==> src/rtl/uart_rx_param_pkg.sv <==
// Shared types and helpers for the parametrised oversampling UART receiver.
// Optional build macro: UART_RX_MAJORITY_EN (2-of-3 majority sampling in rx_bit_sampler).

package uart_rx_pkg;

  // Receiver frame-tracking states
  typedef enum logic [2:0] {
    IDLE,
    START,
    DATA,
    PARITY,
    STOP,
    WAIT_HIGH
  } rx_state_t;

  // Parity configuration codes
  localparam int PARITY_NONE = 0;
  localparam int PARITY_EVEN = 1;
  localparam int PARITY_ODD  = 2;

  // Widest payload supported; narrower payloads are zero-extended before parity
  localparam int MAX_DATA_BITS = 9;

  // XOR-reduction parity of a payload (zero-extension does not change the result)
  function automatic logic calc_parity(input logic [MAX_DATA_BITS-1:0] vec);
    return ^vec;
  endfunction

endpackage

==> src/rtl/uart_rx_param_sampler.sv <==
// Bit sampler for uart_rx_param: 2-flop synchroniser, oversample tick counter
// and mid-bit sample strobe.
// Optional build macro: UART_RX_MAJORITY_EN -- when defined, each sample is the
// 2-of-3 majority of rx_s around the nominal tick and the strobe arrives one
// tick later; when undefined, a single sample is taken at the nominal tick.

module rx_bit_sampler #(
  parameter int OVERSAMPLE = 16
) (
  input  logic bounderClock,
  input  logic reset,
  input  logic rxbit,
  input  logic start,
  input  logic run,
  output logic rx_s,
  output logic sample_strobe,
  output logic sample_value
);

  localparam int TW = $clog2(OVERSAMPLE);
  localparam logic [TW-1:0] TICK_LAST = TW'(OVERSAMPLE - 1);
  localparam logic [TW-1:0] TICK_MID  = TW'(OVERSAMPLE / 2 - 1);

  logic          sync1;
  logic          sync2;
  logic [TW-1:0] tick;

  // Two-flop synchroniser; idles high so reset never looks like a start edge
  always_ff @(posedge bounderClock or posedge reset) begin
    if (reset) begin
      sync1 <= 1'b1;
      sync2 <= 1'b1;
    end else begin
      sync1 <= rxbit;
      sync2 <= sync1;
    end
  end

  assign rx_s = sync2;

  // Tick counter: the start-detect cycle counts as tick 0, so sampling at
  // TICK_MID lands OVERSAMPLE/2-1 cycles after start detection, every bit
  always_ff @(posedge bounderClock or posedge reset) begin
    if (reset) begin
      tick <= '0;
    end else if (start) begin
      tick <= TW'(1);
    end else if (run) begin
      tick <= (tick == TICK_LAST) ? '0 : tick + TW'(1);
    end else begin
      tick <= '0;
    end
  end

`ifdef UART_RX_MAJORITY_EN
  localparam logic [TW-1:0] TICK_DEC = TW'(OVERSAMPLE / 2);

  logic [1:0] hist;

  // History of the two previous rx_s values feeding the majority vote
  always_ff @(posedge bounderClock or posedge reset) begin
    if (reset) begin
      hist <= 2'b11;
    end else begin
      hist <= {hist[0], rx_s};
    end
  end

  assign sample_strobe = run && (tick == TICK_DEC);
  assign sample_value  = (hist[1] & hist[0]) | (hist[1] & rx_s) | (hist[0] & rx_s);
`else
  assign sample_strobe = run && (tick == TICK_MID);
  assign sample_value  = rx_s;
`endif

endmodule

==> src/rtl/uart_rx_param.sv <==
// Parametrised oversampling UART receiver with parity, 1/2 stop bits,
// ready/ack handshake and frame/parity/overrun error reporting.
// Optional build macro: UART_RX_MAJORITY_EN (majority sampling, see rx_bit_sampler).

module uart_rx_param
  import uart_rx_pkg::*;
#(
  parameter int DATA_BITS   = 8,
  parameter int OVERSAMPLE  = 16,
  parameter int PARITY_MODE = 0,
  parameter int STOP_BITS   = 1
) (
  input  logic                 bounderClock,
  input  logic                 reset,
  input  logic                 rxbit,
  input  logic                 data_ack,
  output logic [DATA_BITS-1:0] dataout,
  output logic                 OUT_STATUS_READY,
  output logic                 frame_err,
  output logic                 parity_err,
  output logic                 overrun_err
);

  localparam int BW = $clog2(DATA_BITS + 1);
  localparam logic [BW-1:0] LAST_BIT = BW'(DATA_BITS - 1);

  rx_state_t state;
  rx_state_t state_next;

  logic rx_s;
  logic strobe;
  logic sample;
  logic start_det;
  logic run;

  logic [DATA_BITS-1:0] shift_reg;
  logic [BW-1:0]        bit_cnt;
  logic                 stop_cnt;
  logic                 stop_err_r;
  logic                 par_err_r;
  logic                 ready;

  logic load;
  logic shift_en;
  logic par_capture;
  logic stop_capture;
  logic frame_bad;
  logic par_sum;
  logic parity_bad;

  assign start_det = (state == IDLE) && !rx_s;
  assign run       = (state == START) || (state == DATA) ||
                     (state == PARITY) || (state == STOP);

  rx_bit_sampler #(
    .OVERSAMPLE(OVERSAMPLE)
  ) u_sampler (
    .bounderClock (bounderClock),
    .reset        (reset),
    .rxbit        (rxbit),
    .start        (start_det),
    .run          (run),
    .rx_s         (rx_s),
    .sample_strobe(strobe),
    .sample_value (sample)
  );

  // A stop error from either stop sample marks the whole frame
  assign frame_bad = stop_err_r | !sample;

  // Sum of payload and received parity bit: 0 is correct for even, 1 for odd
  assign par_sum    = calc_parity(MAX_DATA_BITS'(shift_reg)) ^ sample;
  assign parity_bad = (PARITY_MODE == PARITY_ODD) ? !par_sum : par_sum;

  // State register
  always_ff @(posedge bounderClock or posedge reset) begin
    if (reset) begin
      state <= IDLE;
    end else begin
      state <= state_next;
    end
  end

  // Next-state and per-sample control strobes
  always_comb begin
    state_next   = state;
    load         = 1'b0;
    shift_en     = 1'b0;
    par_capture  = 1'b0;
    stop_capture = 1'b0;
    case (state)
      IDLE: begin
        if (!rx_s) state_next = START;
      end
      START: begin
        if (strobe) state_next = sample ? IDLE : DATA;
      end
      DATA: begin
        if (strobe) begin
          shift_en = 1'b1;
          if (bit_cnt == LAST_BIT) begin
            state_next = (PARITY_MODE != PARITY_NONE) ? PARITY : STOP;
          end
        end
      end
      PARITY: begin
        if (strobe) begin
          par_capture = 1'b1;
          state_next  = STOP;
        end
      end
      STOP: begin
        if (strobe) begin
          if ((STOP_BITS == 2) && !stop_cnt) begin
            stop_capture = 1'b1;
          end else begin
            load       = 1'b1;
            state_next = frame_bad ? WAIT_HIGH : IDLE;
          end
        end
      end
      WAIT_HIGH: begin
        if (rx_s) state_next = IDLE;
      end
      default: state_next = IDLE;
    endcase
  end

  // Frame datapath: payload shift register, bit count and per-frame error capture
  always_ff @(posedge bounderClock or posedge reset) begin
    if (reset) begin
      shift_reg  <= '0;
      bit_cnt    <= '0;
      stop_cnt   <= 1'b0;
      stop_err_r <= 1'b0;
      par_err_r  <= 1'b0;
    end else begin
      if (state == IDLE) begin
        bit_cnt    <= '0;
        stop_cnt   <= 1'b0;
        stop_err_r <= 1'b0;
        par_err_r  <= 1'b0;
      end
      if (shift_en) begin
        shift_reg <= {sample, shift_reg[DATA_BITS-1:1]};
        bit_cnt   <= bit_cnt + BW'(1);
      end
      if (par_capture) begin
        par_err_r <= parity_bad;
      end
      if (stop_capture) begin
        stop_cnt   <= 1'b1;
        stop_err_r <= !sample;
      end
    end
  end

  // Output registers and handshake: a load always wins over a same-cycle ack
  always_ff @(posedge bounderClock or posedge reset) begin
    if (reset) begin
      dataout     <= '0;
      ready       <= 1'b0;
      frame_err   <= 1'b0;
      parity_err  <= 1'b0;
      overrun_err <= 1'b0;
    end else if (load) begin
      dataout    <= shift_reg;
      frame_err  <= frame_bad;
      parity_err <= (PARITY_MODE != PARITY_NONE) && par_err_r;
      ready      <= 1'b1;
      if (data_ack) begin
        overrun_err <= 1'b0;
      end else if (ready) begin
        overrun_err <= 1'b1;
      end
    end else if (data_ack && ready) begin
      ready       <= 1'b0;
      overrun_err <= 1'b0;
    end
  end

  assign OUT_STATUS_READY = ready;

endmodule

==> config.mk <==
export PLATFORM = sky130hd
export DESIGN_NAME = uart_rx_param
export DESIGN_NICKNAME = d
export VERILOG_FILES = /design/src/rtl/uart_rx_param_pkg.sv /design/src/rtl/uart_rx_param_sampler.sv /design/src/rtl/uart_rx_param.sv
export SDC_FILE = /design/constraint.sdc
export NUM_CORES = 1
export LEC_CHECK = 0
export ABC_CLOCK_PERIOD_IN_PS = 2100
export BUFFER_PORTS_ARGS = -buffer_cell sky130_fd_sc_hd__buf_2
export CAP_MARGIN = 5
export CORE_MARGIN = 5
export CORE_UTILIZATION = 45
export DETAILED_ROUTE_END_ITERATION = 12
export GPL_TIMING_DRIVEN = 0
export PLACE_DENSITY = 0.61
export SLEW_MARGIN = 20
export SYNTH_ARGS = -nofsm -noshare
export SYNTH_HDL_FRONTEND = slang
export SYNTH_SLANG_ARGS = --single-unit
==> constraint.sdc <==
create_clock -name bounderClock -period 2.1 [get_ports bounderClock]
set_clock_uncertainty 0.1 [all_clocks]
set_input_delay 0.315 -clock bounderClock [delete_from_list [all_inputs] [get_ports bounderClock]]
set_output_delay 0.315 -clock bounderClock [all_outputs]
set_load 0.1 [all_outputs]
; ---- After elaboration in Yosys (flattened, before gate mapping)
; Index checks and enable logic that the tools add are counted.
[totals]
reg_bits = 32
latch_bits = 0
ramBits = 0
romBits = 0
inputBits = 4
output_inout_bits = 12
word_cells = 63
memories = 0
[op_classes]
add_sub_neg = 2
multipliers = 0
div_mod_pow = 0
order_cmp = 0
n_eq_ne = 16
shift = 0
n_mux = 23
bitwise = 0
n_reduce_logical = 12
[ops]
columns = op, count
row1 = $mux 3, 8
row2 = $mux 4, 5
row3 = $pmux 3 s6, 1
row4 = $ne 2x2->1 const B, 5
row5 = $add 4x1->4 const B, 2
row6 = $eq 4x3->1 const B, 2
row7 = $mux 1, 8
row8 = $reduce_and 7->1, 1
row9 = $eq 3x2->1 const B, 2
row10 = $eq 3x3->1 const B, 2
row11 = $eq 4x4->1 const B, 1
row12 = $ne 2x1->1 const B, 2
row13 = $reduce_bool 2->1, 2
row14 = $eq 3x1->1 const B, 1
row15 = $logic_and 1x1->1, 3
row16 = $logic_not 3->1, 1
row17 = $logic_or 1x1->1, 3
row18 = $ne 3x3->1 const B, 1
row19 = $mux 2, 1
row20 = $reduce_and 2->1, 1
row21 = $logic_not 1->1, 1

; ---- Longest topological paths before layout
[depth]
depth_word = 9
ltp_mapped = 6
depth_no_buf = 4

; ---- Cells and area by module
; From an unflattened synthesis, not the netlist that was laid out.
[hier_totals]
cells_unflattened = 133
hier_area_um2 = 1473.9
[by_module_without_submodules]
columns = mod, instances, cells_per_inst, area_per_inst_um2, seq_area_each_um2
row1 = uart_rx_param, 1, 110, 1209.9, 650.6
row2 = rx_bit_sampler, 1, 23, 264.0, 152.6

; ---- Least setup slack after synthesis
; No wires, ideal clock.
[synth_timing]
path_kind = reg-to-reg
startpoint = register u_sampler.tick[0]
endpoint = register dataout[0]
setup_time_ps = 125
arrival_time_ps = 1503
required_time_ps = 1875
slack_ps = 371
path_stages_with_launch = 7
n_path_buf = 2
period_less_slack_ps = 1729
cell_sequence = dfrtp_1 > ha_1 > and3b_1 > buf_4 > nand3_2 > buf_6 > mux2_4
[synth_between]
elab_chain_cells = 4
[synth_lines]
columns = element, line
row1 = from (decl), uart_rx_param_sampler.sv:26  ; logic [TW-1:0] tick;
row2 = from (signal assigned), uart_rx_param_sampler.sv:49  ; tick <= (tick == TICK_LAST) ? '0 : tick + TW'(1);
row3 = $eq 4x3->1, uart_rx_param_sampler.sv:72  ; assign sample_strobe = run && (tick == TICK_MID);
row4 = $logic_and 1x1->1, uart_rx_param_sampler.sv:72
row5 = $mux 1, n/a
row6 = $mux 1, uart_rx_param.sv:91  ; case (state)
row7 = to (signal assigned), uart_rx_param.sv:167  ; dataout <= shift_reg;
row8 = to (decl), uart_rx_param.sv:17  ; output logic [DATA_BITS-1:0] dataout,
; No other way between the ends.
; A chain may end at the register's enable or synchronous reset.

; ---- Worst setup path after layout
; Ends and elaborated chain as after synthesis.

==> impl_metrics.ini <==
[final_layout]
final-seq-area_um2 = 803
fin_nets = 142
antenna_cells = 0
fin_util = 0.540
multiInputGateArea_um2 = 599
nFillCells = 287
final_cells = 181
fin_area_mm2 = 0.00168
drive_above_1_share = 0.336
area_delta_synth_final_pct = 13.1

[power_and_ir_drop]
ir_drop_mv = 0.471
p_leak_uw = 0.000858
cellPowerDensity_mw_per_mm2 = 902

[routing]
post_drt_wl_per_cell_um = 13.8
drc = 0
num_vias = 899
wl_um = 2500
drt-pass1-iter-count = 4
ant_nets = 0
drt-initial-drc-count = 46
avgViaCountPerCell = 4.97

[timing]
rsz0062_at_grt = false
setup_tns_ns = 0
setup_viol_count_final = 0
tightest_slew_ns = 0.666
hold_violations = 30
period_share = 0.890
maxSlewHeadroom = 0.555
holdWs_ns = -0.0137
fmax_mhz = 535
period_needed_ns = 1.87
slew_viol_final = 0

[clock_network]
numCtsBuffers = 5
cts.htree.levels = 2
cts_buffer_depth = 2
post_cts_buffers = 0
root_buffer = clkbuf_4
clkSlewWorstSetupHoldPaths_ns = 0.09
clock-sinks = 32
cts_tree = yes
clkLatencyLatePin_ns = 0.31

[critical_path]
path_class = reg -> reg
worstSetupStartpointType = flop
cp-end-kind = flop
critPathArrivalTime_ns = 1.97
required_ns = 2.20
crit_fanout = 10

[die]
io_pins = 16
die_w_um = 67.4
core_mm2 = 0.00310
die-area_mm2 = 0.00454
start_util = 0.478
die_y_um = 67.4
rows = 20

[logic_synthesis]
synth-adder-area-share = 0.0169
synth_area_mm2 = 0.00148
async_flop_share = 1.00
yosys_register_bits = 32
syn_area_per_cell_um2 = 13.0
synth_cells = 114
synth_xor_area_frac = 0.0118
synthFlopType = dfrtp_1
synth.most_common_cell = dfrtp_1
synth_nets = 120
yosysSeqAreaShare = 0.542
yosys_warnings = 0
synth.area.top_cells = dfrtp_1 51%, mux2_4 14%, dfstp_2 3.5%, mux2i_1 2.0%, inv_1 1.8%
netlist_top_cells_count = 30 x dfrtp_1, 14 x mux2_4, 7 x inv_1, 7 x nor2_1
yosys.area_share.simple = 0.105
synth_top_area_frac = 0.506
synth.area.mux_share = 0.177
synth_compound_area_frac = 0.0911
synth_top_family_by_area = multiplexers
synth-edff-count = 0
synth_top_cell_by_area = dfrtp_1
synth_cell_types = 40

[place]
dpl.cell_count = 172
placed_cell_area_mm2 = 0.00161
hpwl_um = 1750
io_buffers = 14
place_congestion = 0.836

[global_route]
grt_pass1_wl_um = 4460
grt.overflow.total = 0
grt_max_degree = 33
grt_pass1_vias = 954
antenna_found_initial = 0
grt_usage = 0.131

[job]
maxCapViolCount = 0

[worst_hold_path]
hold_class = in -> async

[outcome]
failed_checks = negative hold slack
status = complete, but fails checks
==> final timing paths <==
kind | startpoint | to | slack (ns) | cells past startpoint
min | reset | u_sampler.tick[0] | -0.01 | 2
max reg2reg | u_sampler.tick[0] | dataout[0] | 0.23 | 6
min in group bounderClock | data_ack | overrun_err | 0.09 | 2
min reg2reg | u_sampler.sync1 | u_sampler.rx_s | 0.26 | 0
max in group asynchronous | reset | shift_reg[2] | 1.48 | 2
max | u_sampler.tick[0] | dataout[0] | 0.23 | 6
==> per-layer routing <==
metal / global-route usage / vias up / wire length, µm / part of all wire
li1: - / 444 / - / -
met1: 0.174 / 441 / 1300 / 0.52
met2: 0.196 / 12 / 1110 / 0.45
met3: 0.0649 / 2 / 78 / 0.031
met4: 0.0228 / 0 / 4 / 0.0016
met5: 0 / - / 0 / 0
==> power by group <==
part           total [µW]  switching [µW]  leakage, µW  internal (µW)
clock                 355             190    0.0000326            165
sequential            759            68.3     0.000423            691
combinational         398             225     0.000403            173
==> placed cells by master (no fill, tap or decap), drive strengths merged, types with 2 or more instances in the layout <==
cell    synthesis  layout
and3b           2       2
o22ai           3       3
clkbuf          1       9
nand3           4       4
nor2            8       8
buf             6      20
inv             7       7
a31oi           2       2
a21boi          2       2
ha              2       2
mux2i           3       3
mux2           16      16
dfrtp          30      30
nor2b           3       3
a32o            2       2
o21ai           3       3
dfstp           2       2
==> cell type report <==
class / instances / area share
sequential: 32 / 0.479
buffer: 7 / 0.0321
inverter: 7 / 0.0157
multi-input combinational: 68 / 0.357
tap: 44 / 0.0328
clock buffer: 8 / 0.0351
timing repair buffer: 15 / 0.0478
==> what timing repair did <==
action                                 CTS  global route
endpoints found under the hold margin    1             0
setup endpoints to repair                0             0
hold buffers                             1             0
resized for setup                        0             0
==> cells by family after synthesis <==
logic type | after synthesis
buf+inv | 14
mux | 19
flops | 32
simple gates | 25
fa+ha+maj | 2
compound gates | 19
other cells | 1
xor+xnor | 2
==> critical path, stage by stage (launching register included) <==
cell     delay [ns]
dfrtp_1        0.43
ha_1           0.30
and3b_1        0.21
buf_4          0.16
nand3_2        0.09
buf_6          0.17
mux2_4         0.31
==> through the flow <==
stage	worst slack (ns)	power (µW)	hold WS, ns
final	0.231	1510	-0.0137
after global routing	0.157	1610	0.0190
after CTS	0.224	1530	0.00432
after detailed placement	0.250	1170	0.250
after global placement	0.257	1150	0.249
after floorplan	0.371	1080	0.219
Note: power is estimated with default switching activity, not from simulation.
